==> config.mk <==
export PLATFORM = sky130hd
export DESIGN_NAME = fifo_stream_reader
export DESIGN_NICKNAME = d
export VERILOG_FILES = /design/src/rtl/fifo_stream_reader.sv
export SDC_FILE = /design/constraint.sdc
export NUM_CORES = 1
export LEC_CHECK = 0
export BUFFER_PORTS_ARGS = -buffer_cell sky130_fd_sc_hd__buf_2
export CORE_MARGIN = 2
export CORE_UTILIZATION = 38
export DETAILED_ROUTE_END_ITERATION = 10
export MAX_ROUTING_LAYER = met4
export PLACE_DENSITY_LB_ADDON = 0.25
export SLEW_MARGIN = 20
export SYNTH_ARGS = -nofsm -noshare
export SYNTH_HDL_FRONTEND = slang
export SYNTH_SLANG_ARGS = --single-unit
export TNS_END_PERCENT = 10
==> constraint.sdc <==
create_clock -name clock -period 2.2 [get_ports clock]
set_clock_uncertainty 0.05 [all_clocks]
set_input_delay 0 -clock clock [delete_from_list [all_inputs] [get_ports clock]]
set_output_delay 0 -clock clock [all_outputs]
set_load 0.05 [all_outputs]
==> src/rtl/fifo_stream_reader.sv <==
// ============================================================================
//  Module   : fifo_stream_reader
//  Brief    : Drains a synchronous FIFO with 1-cycle read latency into a
//             2-entry buffer and presents the words on a valid/ready stream.
//  Revision : 1.0  initial release
// ============================================================================
`default_nettype none

module fifo_stream_reader #(
  parameter int DATA_WIDTH  = 8,
  parameter int COUNT_WIDTH = 16
) (
  input  logic                   clock,
  input  logic                   reset,
  input  logic                   enable,
  input  logic                   fifo_Empty,
  input  logic [DATA_WIDTH-1:0]  fifo_Data,
  output logic                   fifo_Read_Enable,
  output logic [DATA_WIDTH-1:0]  out_Data,
  output logic                   out_Valid,
  input  logic                   out_Ready,
  output logic                   busy,
  output logic [COUNT_WIDTH-1:0] word_Count
);

  localparam logic [1:0] c_ST_IDLE = 2'd0;
  localparam logic [1:0] c_ST_RUN  = 2'd1;
  localparam logic [1:0] c_ST_STOP = 2'd2;

  logic [1:0]             r_state;
  logic [1:0]             w_next_state;
  logic                   r_in_flight;
  logic [1:0]             r_occ;
  logic [DATA_WIDTH-1:0]  r_head;
  logic [DATA_WIDTH-1:0]  r_tail;
  logic [COUNT_WIDTH-1:0] r_count;
  logic                   w_fire;
  logic [2:0]             w_pending;
  logic                   w_credit_ok;

  assign out_Valid  = (r_occ != 2'd0);
  assign out_Data   = r_head;
  assign word_Count = r_count;
  assign w_fire     = out_Valid & out_Ready;

  // Words already owed to the buffer; a new pop is allowed only if, after this
  // cycle's fire, there is still a free slot waiting for it.
  assign w_pending   = {1'b0, r_occ} + {2'b00, r_in_flight};
  assign w_credit_ok = (w_pending <= (3'd1 + {2'b00, w_fire}));

  always_ff @(posedge clock or negedge reset) begin
    if (!reset) begin
      r_state <= c_ST_IDLE;
    end else begin
      r_state <= w_next_state;
    end
  end

  always_comb begin
    w_next_state = r_state;
    case (r_state)
      c_ST_IDLE: if (enable) w_next_state = c_ST_RUN;
      c_ST_RUN:  if (!enable) w_next_state = c_ST_STOP;
      c_ST_STOP: begin
        if (enable) begin
          w_next_state = c_ST_RUN;
        end else if (!r_in_flight && (r_occ == 2'd0)) begin
          w_next_state = c_ST_IDLE;
        end
      end
      default:   w_next_state = c_ST_IDLE;
    endcase
  end

  always_comb begin
    busy             = (r_state != c_ST_IDLE);
    fifo_Read_Enable = (r_state == c_ST_RUN) & ~fifo_Empty & w_credit_ok;
  end

  always_ff @(posedge clock or negedge reset) begin
    if (!reset) begin
      r_in_flight <= 1'b0;
      r_occ       <= 2'd0;
      r_head      <= '0;
      r_tail      <= '0;
      r_count     <= '0;
    end else begin
      r_in_flight <= fifo_Read_Enable;
      case ({r_in_flight, w_fire})
        2'b10: begin
          if (r_occ == 2'd0) begin
            r_head <= fifo_Data;
          end else begin
            r_tail <= fifo_Data;
          end
          r_occ <= r_occ + 2'd1;
        end
        2'b01: begin
          r_head <= r_tail;
          r_occ  <= r_occ - 2'd1;
        end
        2'b11: begin
          // Head leaves and the arriving word takes the last occupied slot.
          if (r_occ == 2'd1) begin
            r_head <= fifo_Data;
          end else begin
            r_head <= r_tail;
            r_tail <= fifo_Data;
          end
        end
        default: ;
      endcase
      if (w_fire) begin
        r_count <= r_count + COUNT_WIDTH'(1);
      end
    end
  end

endmodule

`default_nettype wire

==> summary.md, run 1 <==
| Metric | Value |
|---|---|
| Post-synthesis simple-gate area fraction | `15.35%` |
| First-pass iteration count of the detailed router | `4` |
| Main area contributors after synthesis | `sky130_fd_sc_hd__dfrtp_1 52%, sky130_fd_sc_hd__mux2_2 5.1%, sky130_fd_sc_hd__ha_1 4.9%` |
| Actual transition at the worst max-transition pin | `around 0.80 ns` |
| Total number of nets in the final design | `237` |
| Top-level I/O count | `40` |
| Later-pin clock latency in the skew report | `0.29 ns` |
| Fraction of registers with async set or reset after synthesis | `100.0%` |
| Area share of xor/xnor cells in the synthesized design | `7.887%` |
| Synthesized-area fraction occupied by ao, oa, aoi and oai cells | `roughly 6.5%` |
| Number of buffers created by CTS | `5` |
| Failing checks | `negative setup slack` |
| Final HPWL from detailed placement | `between 2000 and 2500 um` |
| RSZ-0062 raised after global routing | `yes` |
| FP Rows | `24` |
| Leak Pwr | `1.189 nW` |
| Aggregate negative setup slack | `-0.08167 ns` |
| Number of inserted diodes | `0` |
| Synth Net Count | `roughly 180` |
| VDD IR-drop max | `0.001056 V` |
| Kind of capture point of the worst setup path | `output pin` |
| CTS tree | `yes` |
| Synth Instances | `154` |
| Global placer's final weighted congestion | `0.8629` |
| Proportion of layout cells with a drive suffix above 1 | `a little over a third` |
| Synth cell types | `34` |
| Share of synthesized area occupied by flip-flops and latches | `52.11%` |
| Dominant combinational cell family by area after synthesis | `simple AND/OR/NAND/NOR gates` |
| Final wirelength | `3500 um` |
| Largest net degree at the start of global routing | `38` |
| Top-area cell type share of the netlist area | `52.11%` |
| Post-route clock period utilization | `103.7%` |
| Headroom to the max-slew limit | `46.45%` |
| Path category of the worst min-delay check | `in -> reg` |
| Maximum fanout count along the critical path | `3` |
| Via count normalized by instance count | `4.848` |
| CTS root buf | `sky130_fd_sc_hd__clkbuf_8` |
| Smallest setup slack after layout | `-0.08167 ns` |
| Result of the run | `complete, but fails checks` |
| Number of warnings issued by yosys | `0` |
| Number of antenna violations at the first check in global routing | `0` |
| Max Buffers Root-to-Sink | `2` |
| Mapped cell area | `1777 um^2` |
| Number of enable flip-flop cells after synthesis | `0` |
| Clock sinks | `37` |
| Worst setup path category | `reg -> out` |
| Wirelength per Cell | `between 10 and 15 um` |
| Max_cap viols | `0` |
| Hold Fails Final Rpt | `0` |
| Antenna violation net count after detailed routing | `0` |
| Total Die Area | `5238 um^2` |
| Starting utilization of the core area | `40.25%` |
| Number of inserted filler cells in the final layout | `403` |
| Arr. time, crit path | `~2.2 ns` |
| Share of cell area taken by muxes after synthesis | `9.577%` |
| H-tree levels | `2` |
| Number of DRC markers in iteration 0 | `57` |
| GRT Total Usage | `14.93%` |
| Worst setup SP type | `register` |
| Number of global-route vias before repair | `1270` |
| Largest incremental delay on the critical path | `between 0.4 and 0.5 ns` |
| Cell Pwr Density | `1398 nW/um^2` |
| CP cell instances | `inv_2, ha_4, nand2b_4, inv_6, fa_1, o31a_1, a21oi_2, nor3_4, buf_6` |
| Cell accounting for the most synthesized area | `sky130_fd_sc_hd__dfrtp_1` |
| Final routed DRC violation total | `0` |
| Die width | `between 70 and 80 um` |
| Post-synthesis share of cell area spent on full adders, half adders and majority gates | `6.056%` |
| Number of setup violations in the final report | `1` |
| Synth Area per Inst | `~12 um^2` |
| Count of buffers from port buffering | `39` |
| Required time of the critical path | `roughly 2.2 ns` |
| First-pass GRT wire length | `5816 um` |
| Total of flip-flops plus latches after synthesis | `37` |
| Cell at the slowest stage of the critical path | `sky130_fd_sc_hd__fa_1` |
| Sum of overflow across all layers after global routing | `0` |
| Die height | `72.38 um` |
| Final-report max-slew violation count | `0` |
| Area inside the core boundary | `around 4400 um^2` |
| Most instantiated flip-flop cell in the synthesis netlist | `sky130_fd_sc_hd__dfrtp_1` |
| Minimum clock period | `2.282 ns` |
| Maximum clock frequency | `438.3 MHz` |
| Clock transition at the registers of the reported paths | `0.08 ns` |
| Final core utilization | `a little over half` |
| Area grow syn2layout | `32.54%` |
| Number of vias after detailed routing | `1304` |
-- cell type report --
type                    instances  area (um^2)  share of cell area, %
flip-flops and latches         37        925.9                  39.32
inverters                       8        35.03                  1.488
repair buffers                 58        375.4                  15.94
clock inverters                 2        37.54                  1.594
multi-input cells             106        833.3                  35.39
well taps                      52        65.06                  2.763
clock buffers                   6        82.58                  3.507
-- timing repair --
item | 4_1_cts | 5_1_grt
endpoints found under the hold margin | 56 | 0
resized for setup | 2 | 2
hold buffers | 11 | 0
setup endpoints to repair | 1 | 1
pin swaps | 1 | 3
buffers inserted | 4 | 3
-- registers in the layout, indices dropped and copies added (netlist names) --
register     count
r_occ            2
out_Data         8
word_Count      16
r_state          2
r_tail           8
r_in_flight      1
-- report_power, final --
part	switching, mW	leakage (nW)	total (mW)	internal [mW]
Sequential	0.177	0.473	1.08	0.908
Combinational	1.01	0.659	1.59	0.577
Clock	0.247	0.0574	0.615	0.369
-- through the flow --
| step | hold slack [ns] | worst slack, ns | power [mW] | cell area, um^2 | cells |
|---|---|---|---|---|---|
| floorplan | -0.3456 | -0.02920 | 2.249 | 1807 | 154 |
| global placement | 0.08625 | 0.1364 | 2.526 | 2059 | 243 |
| detailed placement | 0.09654 | 0.08123 | 2.578 | 2059 | 243 |
| CTS | 0.07313 | -0.07904 | 3.274 | 2326 | 266 |
| global route | 0.1334 | -0.1588 | 3.507 | 2355 | 269 |
| finish | 0.1152 | -0.08167 | 3.291 | 2355 | 269 |
-- cell families (layout without fill, tap and decap cells) --
logic type	Yosys count	count (layout)
compound gates	19	19
xor+xnor	16	16
fa+ha+maj	8	8
buf+inv	11	74
flops	37	37
mux	16	16
simple gates	47	47
-- worst paths after layout --
| kind | end | slack, ns | cells after the start | from |
|---|---|---|---|---|
| min reg2reg | word_Count[15] | 0.42 | 1 | word_Count[15] |
| max in group asynchronous | word_Count[6] | 1.31 | 2 | reset |
| min | word_Count[0] | 0.12 | 4 | out_Ready |
| max | fifo_Read_Enable | -0.08 | 9 | r_occ[1] |
| max reg2reg | r_in_flight | 0.24 | 8 | r_occ[1] |
| min in group asynchronous | out_Data[4] | 0.28 | 2 | reset |
-- layout by cell type, fill, tap and decap left out, types with 5 or more instances in the layout --
cell type | netlist | routed
sky130_fd_sc_hd__o21ai_0 | 9 | 9
sky130_fd_sc_hd__dlygate4sd3_1 | 0 | 11
sky130_fd_sc_hd__mux2i_1 | 8 | 8
sky130_fd_sc_hd__xnor2_1 | 10 | 10
sky130_fd_sc_hd__buf_4 | 0 | 7
sky130_fd_sc_hd__dfrtp_1 | 37 | 37
sky130_fd_sc_hd__inv_1 | 7 | 5
sky130_fd_sc_hd__nand2_1 | 22 | 22
sky130_fd_sc_hd__mux2_2 | 8 | 8
sky130_fd_sc_hd__clkbuf_8 | 0 | 6
sky130_fd_sc_hd__xor2_1 | 6 | 6
sky130_fd_sc_hd__ha_1 | 7 | 6
sky130_fd_sc_hd__buf_2 | 3 | 38
sky130_fd_sc_hd__nor2_1 | 6 | 6
-- critical path, delay by kind of cell, from the launching register on --
| family | cells | cell delay (ns) |
|---|---|---|
| flops | 1 | 0.40 |
| compound gates | 2 | 0.45 |
| buf+inv | 3 | 0.28 |
| fa+ha+maj | 2 | 0.61 |
| simple gates | 2 | 0.20 |
-- cell usage after synthesis (3+ instances only) --
library cell and instances:
sky130_fd_sc_hd__xnor2_1 10, sky130_fd_sc_hd__buf_2 3, sky130_fd_sc_hd__nor2_1 6, sky130_fd_sc_hd__inv_1 7
sky130_fd_sc_hd__o21ai_0 9, sky130_fd_sc_hd__mux2i_1 8, sky130_fd_sc_hd__nand2_1 22, sky130_fd_sc_hd__dfrtp_1 37
sky130_fd_sc_hd__ha_1 7, sky130_fd_sc_hd__a21oi_1 3, sky130_fd_sc_hd__xor2_1 6, sky130_fd_sc_hd__mux2_2 8
-- metal layers --
metal  global-route usage [%]  wire [um]
met3                    5.000        189
met2                    22.94       1653
met1                    18.29       1639
met5                        -          0
met4                    5.761         17
(Power assumes the default switching activity.)
==> inputs of run 2 (changes only) <==
- CORE_ASPECT_RATIO: unset -> 1.5
==> run 2 against run 1 <==
  * Combinational power hardly changed
  * Cell area shrank 2.2%
  * Core utilization down 2.2 points
  * Die area up 0.22%
  * Register-to-register slack about the same
  * Worst hold slack better by 0.0040 ns
  * Clock-buffer cell count is the same
  * Largest power group unchanged
  * Setup slack improved by 0.019 ns
  * The run still ends with negative setup slack left
  * Sequential share of layout area increased by 0.88 points
==> summary.md, run 2 (synthesized netlist as in run 1, its figures left out) <==
| Metric | Value |
|---|---|
| Minimum clock period | `2.263 ns` |
| Actual transition at the worst max-transition pin | `0.8269 ns` |
| CTS root buf | `sky130_fd_sc_hd__clkbuf_8` |
| Hold Fails Final Rpt | `0` |
| Result of the run | `complete, but fails checks` |
| Register-to-register path setup slack | `0.25 ns` |
| Max FFs per register | `16` |
| R2r endpoint | `r_in_flight` |
| Worst setup path category | `reg -> out` |
| Antenna violation net count after detailed routing | `0` |
| Most common library cell in the layout ignoring fill and taps | `sky130_fd_sc_hd__buf_2` |
| Cell Count, Final, Fillers Out | `between 200 and 300` |
| VDD IR-drop max | `0.0007641 V` |
| Clock transition at the registers of the reported paths | `0.07 ns` |
| GRT Total Usage | `16.78%` |
| Highest-count cells in the layout ignoring fill and taps | `38 x sky130_fd_sc_hd__buf_2, 37 x sky130_fd_sc_hd__dfrtp_1, 22 x sky130_fd_sc_hd__nand2_1` |
| Leak Pwr | `1.171 nW` |
| Area grow syn2layout | `29.65%` |
| Number of inserted filler cells in the final layout | `approximately 440` |
| RSZ-0062 raised after global routing | `yes` |
| Largest net degree at the start of global routing | `38` |
| First-pass GRT wire length | `about 6400 um` |
| Count of buffers from port buffering | `39` |
| Top-level I/O count | `40` |
| Failing checks | `negative setup slack` |
| Post-route clock period utilization | `102.8%` |
| Starting utilization of the core area | `39.44%` |
| Final core utilization | `a little over 50%` |
| Cell Pwr Density | `1357 nW/um^2` |
| Number of global-route vias before repair | `1388` |
| Wirelength per Cell | `14.20 um` |
| Headroom to the max-slew limit | `44.87%` |
| Part of the power in registers | `34.9%` |
| Number of buffers created by CTS | `5` |
| Smallest setup slack after layout | `-0.06269 ns` |
| Max Buffers Root-to-Sink | `2` |
| Destination of the critical timing path | `fifo_Read_Enable` |
| Number of DRC markers in iteration 0 | `51` |
| H-tree levels | `2` |
| Final-report max-slew violation count | `0` |
| Number of vias after detailed routing | `1335` |
| Maximum clock frequency | `442.0 MHz` |
| Path category of the worst min-delay check | `in -> reg` |
| Final HPWL from detailed placement | `about 2700 um` |
| Worst-case setup slack after placement | `between 0.06 and 0.07 ns` |
| CTS tree | `yes` |
| Hold Worst Slack | `0.1192 ns` |
| Number of antenna violations at the first check in global routing | `0` |
| Kind of capture point of the worst setup path | `output pin` |
| Number of setup violations in the final report | `1` |
| Proportion of layout cells with a drive suffix above 1 | `between 30% and 40%` |
| Switching power summed over all nets | `1.437 mW` |
| Sum of overflow across all layers after global routing | `0` |
| First-pass iteration count of the detailed router | `4` |
| Number of inserted diodes | `0` |
| Later-pin clock latency in the skew report | `about 0.28 ns` |
| Die width | `59.83 um` |
| Maximum fanout count along the critical path | `4` |
| Worst setup SP type | `register` |
| Clock sinks | `37` |
| Final wirelength | `roughly 3700 um` |
| Clock network fraction of design power | `14.3%` |
| Total Die Area | `5250 um^2` |
| Arr. time, crit path | `roughly 2.2 ns` |
| Via count normalized by instance count | `5.057` |
| Number of placed instances, taps included | `approximately 240` |
| Switch share | `a little under half` |
| Global placer's final weighted congestion | `0.8062` |
| Area inside the core boundary | `4504 um^2` |
| Proportion of power drawn by combinational gates | `50.8%` |
| Die height | `~90 um` |
| Required time of the critical path | `2.15 ns` |
| Critical Path Source | `r_occ[0]` |
| Total number of nets in the final design | `236` |
| Startpoint of the worst register-to-register path | `r_occ[0]` |
| Final routed DRC violation total | `0` |
| FP Rows | `30` |
| Cell internal power dissipation | `around 1.7 mW` |
| Worst reg-to-reg path cell count | `8` |
| Max_cap viols | `0` |
run 2: cell types whose count changed in the layout (fill, tap and decap cells not counted):
cell / before / now
sky130_fd_sc_hd__clkbuf_1: 0 / 1
sky130_fd_sc_hd__inv_1: 5 / 4
sky130_fd_sc_hd__bufinv_16: 1 / 0
sky130_fd_sc_hd__clkbuf_8: 6 / 5
sky130_fd_sc_hd__clkinvlp_4: 1 / 0
sky130_fd_sc_hd__clkinv_2: 0 / 2
sky130_fd_sc_hd__nor2_1: 6 / 5
sky130_fd_sc_hd__inv_2: 2 / 3
sky130_fd_sc_hd__nor2_2: 0 / 1
sky130_fd_sc_hd__buf_6: 2 / 1
run 2: how the worst min path moves through the flow:
stage,startpoint,to,slack [ns],depth (start not counted)
final,out_Ready,word_Count[0],0.12,4
after global placement,reset,out_Data[4],0.07,1
after floorplan,reset,out_Data[0],-0.35,0
after detailed placement,reset,out_Data[5],0.1,1
after global routing,out_Ready,word_Count[0],0.13,4
after CTS,out_Ready,word_Count[1],0.09,5
run 2: per-stage QoR:
stage                     instance area, um^2  setup TNS, ns  power [mW]
after global placement                   2054              0       2.525
final                                    2303       -0.06269       3.126
after detailed placement                 2054              0       2.598
after global routing                     2303        -0.1584       3.342
after floorplan                          1807       -0.02920       2.249
after CTS                                2283       -0.08197       3.125
run 2: layout make-up:
class	count	area (um^2)	share of cell area (%)
tap	48	60.06	2.607
sequential	37	925.9	40.20
inverter	8	35.03	1.521
clock inverter	2	10.01	0.4345
clock buffer	6	72.57	3.150
timing repair buffer	57	364.1	15.81
multi-input combinational	106	835.8	36.28
run 2: repair_timing:
item / CTS / global route
hold buffers: 11 / 0
endpoints found under the hold margin: 55 / 0
gates resized for setup: 2 / 3
pin swaps: 1 / 1
buffers inserted: 4 / 2
endpoints found under the setup margin: 1 / 1
run 2: worst max-delay path, cell delays in order (launching register included):
cell and delay [ns]:
sky130_fd_sc_hd__dfrtp_1 0.41, sky130_fd_sc_hd__inv_2 0.09, sky130_fd_sc_hd__ha_4 0.14, sky130_fd_sc_hd__nand2b_4 0.14, sky130_fd_sc_hd__inv_6 0.04, sky130_fd_sc_hd__fa_1 0.48
sky130_fd_sc_hd__o31a_1 0.26, sky130_fd_sc_hd__a21oi_2 0.15, sky130_fd_sc_hd__nor3_4 0.07, sky130_fd_sc_hd__buf_6 0.15
run 2: power by group through the flow:
stage	logic [mW]	clock network, mW	registers, mW
final	1.59	0.447	1.09
after global routing	1.73	0.492	1.12
after CTS	1.57	0.465	1.09
after detailed placement	1.48	0	1.11
after global placement	1.43	0	1.09
after floorplan	0.740	0	1.51
run 2: metal layers:
layer / vias up / global-route usage, % / part of all wire [%]
li1: 643 / - / -
met1: 656 / 18.64 / 40
met2: 30 / 28.85 / 54
met3: 6 / 3.693 / 3.9
met4: 0 / 6.061 / 1.5
met5: - / - / 0
==> inputs of run 3 (changes only) <==
- CORE_ASPECT_RATIO: 1.5 -> 0.5
- CORE_UTILIZATION: 38 -> 45
- SETUP_SLACK_MARGIN: unset -> 0.05
==> run 3 against run 2 <==
  * The run still ends with negative setup slack left
  * Setup slack worse by 0.017 ns
  * Sequential cell count did not move
  * Sequential power about the same
  * Cell area increased by 3.9%
  * Wire length decreased by 8.8%
  * Critical endpoint unchanged
==> summary.md, run 3 (synthesized netlist as in run 1, its figures left out) <==
| Metric | Value |
|---|---|
| Number of inserted filler cells in the final layout | `341` |
| Clock sinks | `37` |
| Max FFs per register | `16` |
| VDD IR-drop max | `0.0007748 V` |
| Worst hold stages | `4` |
| Number of inserted diodes | `0` |
| Largest net degree at the start of global routing | `38` |
| Global placer's final weighted congestion | `slightly below 0.8` |
| Count of buffers from port buffering | `39` |
| Maximum clock frequency | `~440 MHz` |
| Die height | `48.43 um` |
| Number of global-route vias before repair | `1339` |
| Proportion of layout cells with a drive suffix above 1 | `37.73%` |
| Sum of overflow across all layers after global routing | `0` |
| First-pass GRT wire length | `5996 um` |
| CTS tree | `yes` |
| Leak Pwr | `1.213 nW` |
| Final wirelength | `3420 um` |
| Hold Worst Slack | `0.1262 ns` |
| Required time of the critical path | `2.15 ns` |
| Total Die Area | `4497 um^2` |
| FP Rows | `16` |
| Register-to-register path setup slack | `0.25 ns` |
| Final routed DRC violation total | `0` |
| Maximum fanout count along the critical path | `3` |
| Failing checks | `negative setup slack` |
| First-pass iteration count of the detailed router | `4` |
| Kind of capture point of the worst setup path | `output pin` |
| Via count normalized by instance count | `4.810` |
| Area inside the core boundary | `3844 um^2` |
| Final HPWL from detailed placement | `between 2000 and 2500 um` |
| Post-route clock period utilization | `103.6%` |
| Total power after layout | `roughly 3.4 mW` |
| Aggregate negative setup slack | `-0.07988 ns` |
| Path category of the worst min-delay check | `in -> reg` |
| Smallest setup slack after layout | `-0.07988 ns` |
| Max Buffers Root-to-Sink | `2` |
| Number of antenna violations at the first check in global routing | `0` |
| Wirelength per Cell | `12.48 um` |
| R2r endpoint | `r_in_flight` |
| Later-pin clock latency in the skew report | `0.29 ns` |
| H-tree levels | `2` |
| Worst-case setup slack after placement | `0.07817 ns` |
| Area grow syn2layout | `34.65%` |
| Final-report max-slew violation count | `0` |
| Minimum clock period | `2.280 ns` |
| Startpoint of the worst register-to-register path | `r_occ[1]` |
| Final core utilization | `62.24%` |
| Hold Path Sink | `word_Count[0]` |
| Clock transition at the registers of the reported paths | `0.08 ns` |
| Antenna violation net count after detailed routing | `0` |
| Multi-input combinational cell area | `835.8 um^2` |
| Max_cap viols | `0` |
| Worst reg-to-reg path cell count | `8` |
| Number of vias after detailed routing | `1318` |
| CTS root buf | `sky130_fd_sc_hd__clkbuf_8` |
| Number of setup violations in the final report | `1` |
| GRT Total Usage | `~18%` |
| Number of DRC markers in iteration 0 | `19` |
| Top-level I/O count | `40` |
| Sequential Area | `925.9 um^2` |
| Total number of nets in the final design | `240` |
| Starting utilization of the core area | `46.22%` |
| RSZ-0062 raised after global routing | `yes` |
| Highest-count cells in the layout ignoring fill and taps | `38 x sky130_fd_sc_hd__buf_2, 37 x sky130_fd_sc_hd__dfrtp_1, 22 x sky130_fd_sc_hd__nand2_1` |
| Cell Pwr Density | `1420 nW/um^2` |
| Result of the run | `complete, but fails checks` |
| Hold Fails Final Rpt | `0` |
| Actual transition at the worst max-transition pin | `0.8099 ns` |
| Number of buffers created by CTS | `5` |
| Most common library cell in the layout ignoring fill and taps | `sky130_fd_sc_hd__buf_2` |
| Arr. time, crit path | `~2.2 ns` |
| Worst setup path category | `reg -> out` |
| Worst hold start | `out_Ready` |
| Die width | `92.86 um` |
| Worst setup SP type | `register` |
| Headroom to the max-slew limit | `between 40% and 50%` |
run 3: power by group:
group / switching (mW) / internal, mW
Clock: 0.243 / 0.450
Sequential: 0.172 / 0.908
Combinational: 1.02 / 0.603
run 3: worst max-delay path, stage by stage (launching register included):
cell and delay (ns):
sky130_fd_sc_hd__dfrtp_1 0.40, sky130_fd_sc_hd__inv_2 0.08, sky130_fd_sc_hd__ha_4 0.13, sky130_fd_sc_hd__nand2b_4 0.14, sky130_fd_sc_hd__inv_6 0.04, sky130_fd_sc_hd__fa_1 0.48
sky130_fd_sc_hd__o31a_1 0.30, sky130_fd_sc_hd__a21oi_2 0.15, sky130_fd_sc_hd__nor3_4 0.06, sky130_fd_sc_hd__buf_6 0.15
run 3: stage by stage:
| stage | std cells | area [um^2] |
|---|---|---|
| 5_1_grt | 274 | 2392 |
| 2_1_floorplan | 154 | 1807 |
| 6_report | 274 | 2392 |
| 3_3_place_gp | 246 | 2069 |
| 3_5_place_dp | 246 | 2069 |
| 4_1_cts | 269 | 2350 |
run 3: cell type report:
type                    instances  share of cell area, %
clock inverters                 3                  2.720
inverters                       8                  1.464
well taps                      54                  2.824
flip-flops and latches         37                  38.70
repair buffers                 61                  16.47
multi-input cells             106                  34.94
clock buffers                   5                  2.877
run 3: repair_timing:
item | CTS | global route
hold buffers | 11 | 0
cloned | 0 | 0
buffers inserted | 4 | 5
resized for setup | 2 | 2
endpoints found under the hold margin | 55 | 0
endpoints found under the setup margin | 1 | 1
pin swaps | 0 | 4
run 3: routing by layer:
layer | track usage, % | routed length, um
met5 | - | 0
met2 | 27.66 | 1599
met4 | 3.676 | 21
met3 | 5.140 | 152
met1 | 22.87 | 1646
run 3: worst max-delay path by stage:
stage	start	endpoint	slack [ns]
6_report	r_occ[1]	fifo_Read_Enable	-0.08
5_1_grt	r_occ[1]	fifo_Read_Enable	-0.19
2_1_floorplan	r_occ[1]	r_in_flight	-0.03
4_1_cts	r_occ[0]	fifo_Read_Enable	-0.04
3_5_place_dp	r_occ[1]	fifo_Read_Enable	0.08
3_3_place_gp	r_occ[1]	fifo_Read_Enable	0.14
